--- src/rtl/vga_stream_monitor.sv ---
// Rebuilds VGA line/frame timing from sampled HS/VS/BLANK_N, checks it against the
// configured geometry, and checksums the active pixels of every frame.
module vga_stream_monitor #(
  parameter int H_TOTAL  = 800,
  parameter int H_ACTIVE = 640,
  parameter int V_TOTAL  = 525,
  parameter int V_ACTIVE = 480,
  parameter bit SYNC_POL = 1'b0
) (
  input  logic        clk,
  input  logic        reset,
  input  logic        pix_ce,
  input  logic        vga_hs,
  input  logic        vga_vs,
  input  logic        vga_blank_n,
  input  logic [7:0]  vga_r,
  input  logic [7:0]  vga_g,
  input  logic [7:0]  vga_b,
  output logic        locked,
  output logic        frame_done,
  output logic [31:0] frame_checksum,
  output logic [10:0] h_active_meas,
  output logic [9:0]  v_active_meas,
  output logic        err_htotal,
  output logic        err_hactive,
  output logic        err_vtotal,
  output logic        err_vactive,
  output logic [7:0]  err_count
);

  typedef enum logic [1:0] {SEARCH, MEASURE, LOCKED} state_t;
  state_t state, state_nxt;

  logic        hs_act, vs_act, hs_prev, vs_prev, hs_edge, vs_edge;
  logic [10:0] line_cnt, act_cnt, line_act_last, last_eff;
  logic [9:0]  lines, act_lines, lines_eff, act_lines_eff;
  logic [31:0] acc, acc_eff;
  logic        f_htotal, f_hactive;
  logic        e_htotal, e_hactive, e_vtotal, e_vactive, any_err, close;

  assign hs_act  = (vga_hs == SYNC_POL);
  assign vs_act  = (vga_vs == SYNC_POL);
  assign hs_edge = pix_ce && hs_act && !hs_prev;
  assign vs_edge = pix_ce && vs_act && !vs_prev;
  assign close   = vs_edge && (state != SEARCH);

  // The line ended by an HS edge is folded in before a coincident VS edge closes the frame.
  always_comb begin
    e_htotal      = f_htotal;
    e_hactive     = f_hactive;
    lines_eff     = lines;
    act_lines_eff = act_lines;
    last_eff      = line_act_last;
    acc_eff       = acc;
    if (hs_edge) begin
      if (({1'b0, line_cnt} + 12'd1) != 12'(H_TOTAL))
        e_htotal = 1'b1;
      if (lines != 10'h3FF)
        lines_eff = lines + 10'd1;
      if (act_cnt != 11'd0) begin
        last_eff = act_cnt;
        if (act_lines != 10'h3FF)
          act_lines_eff = act_lines + 10'd1;
        if (act_cnt != 11'(H_ACTIVE))
          e_hactive = 1'b1;
      end
    end
    if (vga_blank_n)
      acc_eff = acc + {8'h00, vga_r, vga_g, vga_b};
    e_vtotal  = (lines_eff != 10'(V_TOTAL));
    e_vactive = (act_lines_eff != 10'(V_ACTIVE));
    any_err   = e_htotal | e_hactive | e_vtotal | e_vactive;
  end

  always_comb begin
    state_nxt = state;
    if (vs_edge) begin
      case (state)
        SEARCH:  state_nxt = MEASURE;
        MEASURE: state_nxt = any_err ? MEASURE : LOCKED;
        LOCKED:  state_nxt = any_err ? MEASURE : LOCKED;
        default: state_nxt = SEARCH;
      endcase
    end
  end

  // Sync history resets to "asserted" so restarting inside a sync pulse cannot fake an edge.
  always_ff @(posedge clk or posedge reset) begin
    if (reset) begin
      hs_prev       <= 1'b1;
      vs_prev       <= 1'b1;
      line_cnt      <= '0;
      act_cnt       <= '0;
      line_act_last <= '0;
      lines         <= '0;
      act_lines     <= '0;
      acc           <= '0;
      f_htotal      <= 1'b0;
      f_hactive     <= 1'b0;
    end else if (pix_ce) begin
      hs_prev       <= hs_act;
      vs_prev       <= vs_act;
      line_act_last <= last_eff;
      if (hs_edge)
        line_cnt <= '0;
      else if (line_cnt != 11'h7FF)
        line_cnt <= line_cnt + 11'd1;
      if (hs_edge)
        act_cnt <= '0;
      else if (vga_blank_n && act_cnt != 11'h7FF)
        act_cnt <= act_cnt + 11'd1;
      if (vs_edge) begin
        lines     <= '0;
        act_lines <= '0;
        acc       <= '0;
        f_htotal  <= 1'b0;
        f_hactive <= 1'b0;
      end else begin
        lines     <= lines_eff;
        act_lines <= act_lines_eff;
        acc       <= acc_eff;
        f_htotal  <= e_htotal;
        f_hactive <= e_hactive;
      end
    end
  end

  always_ff @(posedge clk or posedge reset) begin
    if (reset) begin
      state          <= SEARCH;
      locked         <= 1'b0;
      frame_done     <= 1'b0;
      frame_checksum <= '0;
      h_active_meas  <= '0;
      v_active_meas  <= '0;
      err_htotal     <= 1'b0;
      err_hactive    <= 1'b0;
      err_vtotal     <= 1'b0;
      err_vactive    <= 1'b0;
      err_count      <= '0;
    end else begin
      state      <= state_nxt;
      locked     <= (state_nxt == LOCKED);
      frame_done <= close;
      if (close) begin
        frame_checksum <= acc_eff;
        h_active_meas  <= last_eff;
        v_active_meas  <= act_lines_eff;
        err_htotal     <= e_htotal;
        err_hactive    <= e_hactive;
        err_vtotal     <= e_vtotal;
        err_vactive    <= e_vactive;
        if (any_err && err_count != 8'hFF)
          err_count <= err_count + 8'd1;
      end
    end
  end

endmodule
--- config.mk ---
export PLATFORM = sky130hd
export DESIGN_NAME = vga_stream_monitor
export DESIGN_NICKNAME = d
export VERILOG_FILES = /design/src/rtl/vga_stream_monitor.sv
export SDC_FILE = /design/constraint.sdc
export NUM_CORES = 1
export LEC_CHECK = 0
export BUFFER_PORTS_ARGS = -buffer_cell sky130_fd_sc_hd__clkbuf_2
export CORE_ASPECT_RATIO = 0.75
export CORE_UTILIZATION = 35
export DETAILED_ROUTE_END_ITERATION = 16
export PLACE_DENSITY = 0.5
export SYNTH_ARGS = -nofsm -noshare
export SYNTH_HDL_FRONTEND = slang
export SYNTH_SLANG_ARGS = --single-unit
--- constraint.sdc ---
create_clock -name clk -period 6.1 [get_ports clk]
set_input_delay 1.22 -clock clk [delete_from_list [all_inputs] [get_ports clk]]
set_output_delay 1.22 -clock clk [all_outputs]
set_load 0.005 [all_outputs]
Word-level counts from Yosys, hierarchy flattened
Cells that the tools add are included.
{ "classes": {"add_sub_neg": 7, "mul": 0, "div_mod_pow": 0, "magnitude_cmp": 0, "n_eq_ne": 12, "n_shift": 0, "n_mux": 25, "bitwise_logic": 5, "n_reduce_logical": 18} }
{ "ops": {"columns": ["operator", "count"], "rows": [
  ["$mux 10", 7],
  ["$mux 11", 6],
  ["$mux 32", 2],
  ["$add 32x24->32", 1],
  ["$ne 10x10->1 const B", 3],
  ["$add 11x1->11 const B", 2],
  ["$ne 11x11->1 const B", 2],
  ["$add 10x1->10 const B", 2],
  ["$add 11x1->12 const B", 1],
  ["$ne 12x10->1 const B", 1],
  ["$ne 11x10->1 const B", 1],
  ["$reduce_bool 11->1", 1],
  ["$ne 10x9->1 const B", 1],
  ["$add 8x1->8 const B", 1],
  ["$ne 8x8->1 const B", 1],
  ["$logic_and 1x1->1", 7],
  ["$mux 1", 7],
  ["$reduce_and 2->1", 3],
  ["$reduce_bool 2->1", 3],
  ["$eq 2x2->1 const B", 2],
  ["$mux 2", 2],
  ["$pmux 2 s2", 1],
  ["$or 1x1->1", 3],
  ["$eq 2x1->1 const B", 1],
  ["other kinds (4)", 6]
]} }
{ "totals": {"ff_bits": 158, "latchBits": 0, "mem_bits_rw": 0, "romBits": 0, "output_inout_bits": 67, "memories": 0} }

Logic depth before layout (Yosys ltp)
{ "logic_depth": {"depth_word": 11, "depth_mapped": 12, "depth_no_buf": 11} }

Worst setup path after synthesis
No wires, ideal clock.
{ "synth_path": {"kind": "input-to-reg", "from": "input port vga_hs", "to": "register err_count[1]", "t_arrival_ns": 3.582, "t_required_ns": 5.975, "slack_ns": 2.393, "stages": 9, "cell_sequence": "or3b_1 > buf_4 > a31oi_4 > nand2_1 > a2bb2oi_1 > or4_4 > nor4_4 > nor2_2 > mux2_4"} }
{ "synth_via": {"elab_chain_cells": 9} }
{ "synth_lines": {"columns": ["item", "line_no", "rtl"], "rows": [
  ["start: declaration", "13", "input logic vga_hs,"],
  ["$not 1->1 *", "41", "assign hs_act = (vga_hs == SYNC_POL);"],
  ["$logic_and 1x1->1 * (2 in a row)", "43", "assign hs_edge = pix_ce && hs_act && !hs_prev;"],
  ["$mux 10 or $mux 1 (tied branches)", "55", "if (hs_edge) begin"],
  ["$ne 10x10->1 or $or 1x1->1 (tied branches)", "70, 72", null],
  ["$or 1x1->1", "72", "any_err = e_htotal | e_hactive | e_vtotal | e_vactive;"],
  ["$or 1x1->1 *", "72", null],
  ["$logic_and 1x1->1 *", "153", "if (any_err && err_count != 8'hFF)"],
  ["$reduce_and 2->1 (no line) *", null, null],
  ["end signal: assignment", "154", "err_count <= err_count + 8'd1;"],
  ["end: declaration", "28", "output logic [7:0] err_count"]
]} }
Mark *: on every way between the ends. The rest lies on a longest branch, timed or not.
A chain may end at the register's enable or synchronous reset.

Worst setup path in the final report
Ends and elaborated chain as after synthesis.

==> reports/metrics.yaml <==
outcome:
  outcome: "finished clean"
routing:
  vias_per_cell: 5.119
  firstDrtPassIters: 4
  drc: 0
  dr.first_iter.drc_count: 615
  wl_per_cell_um: 16.03
  ant_nets: 0
  wl_um: 22500
  vias: 7187
power_and_ir_drop:
  ir_drop_v: 0.0002159
  powerDensity_mw_per_mm2: 403.2
  cellLeakagePower_uw: 0.004824
clock_network:
  cts_resized: 0
  clock_path_buffers: 2
  cts_tree: "yes"
  hold_buffers: 0
  insertion_delay_ps: 430
  cts_buffers: 17
  cts_setup_buffers: 0
  h-tree-depth: 4
  cts.sinks: 158
  path_clk_slew_ps: 60
  cts_root_buf: "clkbuf_16"
global_route:
  antenna_found_initial: 0
  grt_max_degree: 88
  grt_overflow: 0
  grt_pass1_wl_um: 37030
  grt_pass1_vias: 6871
  grt_use_total: 0.1821
cells_and_area:
  final_common_cell: "dfrtp_1"
  final_cell_mix: "dfrtp_1 (156), nand2_1 (153), clkbuf_2 (96)"
  nFillCells: 2560
  nets: 1117
  area_delta_synth_final_pct: 15.67
  final_cell_count_no_fill: 1404
  n_antenna_cell: 0
  drive_gt1_frac: 0.1501
  final_area_mm2: 0.01024
logic_synthesis:
  synth_area_leader_cell: "dfrtp_1"
  synth_top_area_frac: 0.4408
  ys_seq_area_frac: 0.4467
  synthDistinctLibCells: 75
  avgSynthCellArea_um2: 9.092
  synth_top_flop_cell: "dfrtp_1"
  synth_area_mm2: 0.008856
  synth_edf_count: 0
  ys_top_cells_by_area: "dfrtp_1 (44%), nand2_1 (6.5%), ha_1 (4.7%), o21ai_0 (3.9%), mux2i_1 (3.8%)"
  ys_warn_count: 0
  postSynthCellCount: 974
  synthesis.nets: 1038
  synth_seq_cells: 158
  async_flop_share: 1.000
flow_run:
  maxCapViolCount: 0
die:
  num_rows: 50
  io_pins: 97
  start_util: 0.3557
  die_area_mm2: 0.02595
  core_mm2: 0.02490
  die_w_um: 185.7
  die_h_um: 139.8
placed_design:
  place_hpwl_um: 15590
  place_congestion: 0.8424
  dp.cells: 1372
  post_dp_cell_area_mm2: 0.009662
  numPortBuffers: 96
worst_setup_path:
  required_ps: 6410
  cp.arrival_ps: 4320
  critical_path_class: "in2reg"
  critPathMaxFanout: 35
  start_kind: "primary input"
  endpoint_kind: "register"
timing:
  rsz0062_at_grt: "false"
  finClkSkew_ps: 10.38
  slew_viol_final: 0
  fmax_ghz: 0.2494
  min_period_ps: 4010
  period_share: 0.6574
  worstMarginPinSlew_ps: 1234
  setup_tns_ps: 0
  hold_ws_ps: 474.7
  finalHoldViolCount: 0
  setup_violations: 0
  relSlewSlack: 0.1563
worst_hold_path:
  min_path_type: "reg2reg"
-- worst max-delay path, cell delays in order --
cell and delay [ps]:
clkbuf_2 110, nor3b_4 190, buf_4 380, o31ai_4 290, or4_1 570, a21oi_1 170
nand4b_1 220, nor4_4 670, nor2_2 150, mux2_4 320
-- final cells by class --
type,count,area [um2],share of cell area
sequential,158,3956,0.3862
timing repair buffer,107,563.0,0.05497
multi-input combinational,742,4613,0.4503
inverter,27,106.4,0.01038
clock buffer,20,456.7,0.04458
tap,338,422.9,0.04128
clock inverter,12,125.1,0.01221
-- stage by stage --
step / worst slack, ps / total power [uW] / util
detailed placement: 1639 / 3083 / 0.3880
global placement: 1663 / 3077 / 0.3880
global route: 1883 / 4460 / 0.4114
floorplan: 620.1 / 2599 / -
CTS: 2069 / 4181 / 0.4114
finish: 2090 / 4130 / 0.4114
-- metal layers --
metal,global-route usage,vias to the layer above,share of wire,routed length [um]
met5,0,-,0,0
met4,0.04012,0,0.0058,131
met3,0.03795,8,0.042,939
met2,0.2462,133,0.40,9084
met1,0.2901,3432,0.55,12350
li1,-,3614,-,-
-- power by group --
part / switching (uW) / internal, uW / leakage (uW)
clock: 471 / 595 / 0.000277
sequential: 215 / 1310 / 0.00208
combinational: 876 / 661 / 0.00247
total: 1560 / 2570 / 0.00482
-- synthesized netlist by cell type, types with 3 or more instances --
| library cell | n |
|---|---|
| nand3_1 | 37 |
| dfrtp_1 | 156 |
| xor2_1 | 25 |
| xnor2_1 | 25 |
| clkbuf_1 | 39 |
| nand2_1 | 153 |
| or3_1 | 8 |
| a21oi_1 | 41 |
| nor2_1 | 84 |
| nor2b_1 | 10 |
| o31a_1 | 4 |
| nor3b_1 | 5 |
| a41o_1 | 3 |
| ha_1 | 33 |
| o22ai_1 | 6 |
| mux2i_1 | 34 |
| nor3_1 | 23 |
| a31oi_1 | 13 |
| and2_1 | 9 |
| nor4_1 | 5 |
| o211ai_1 | 4 |
| buf_1 | 5 |
| nand2b_1 | 16 |
| nand4_1 | 19 |
| or2_2 | 3 |
| o31ai_1 | 8 |
| or4_1 | 5 |
| and3_1 | 13 |
| a22o_1 | 17 |
| o21a_1 | 5 |
| a211oi_1 | 7 |
| a21o_1 | 10 |
| inv_1 | 27 |
| o21ai_0 | 69 |
-- sequential cells by signal, indices dropped and copies added, names as in the netlist --
| register | flops |
|---|---|
| acc | 32 |
| frame_checksum | 32 |
| act_cnt | 11 |
| h_active_meas | 11 |
| line_act_last | 11 |
| line_cnt | 11 |
| act_lines | 10 |
| lines | 10 |
| v_active_meas | 10 |
| err_count | 8 |
| state | 2 |
| err_hactive | 1 |
| err_htotal | 1 |
| err_vactive | 1 |
| err_vtotal | 1 |
| f_hactive | 1 |
| f_htotal | 1 |
| frame_done | 1 |
| hs_prev | 1 |
| locked | 1 |
| vs_prev | 1 |
-- path summary, 6_finish.rpt --
check / from / endpoint / cells past startpoint / slack [ps]
max: vga_hs / err_count[1] / 10 / 2090
min: frame_checksum[2] / frame_checksum[2] / 2 / 470
max reg2reg: act_cnt[0] / err_count[1] / 10 / 2250
min reg2reg: frame_checksum[2] / frame_checksum[2] / 2 / 470
max in group asynchronous: reset / lines[0] / 3 / 3990
min in group asynchronous: reset / line_cnt[6] / 2 / 910
-- cells by family after synthesis --
kind of cell,Yosys count,synth area share
xor+xnor,50,0.04945
compound gates,217,0.1613
mux,36,0.04140
flops,158,0.4467
simple gates,405,0.2194
buf+inv,74,0.03278
fa+ha+maj,34,0.04888
Power figures use the tool's default switching activity.
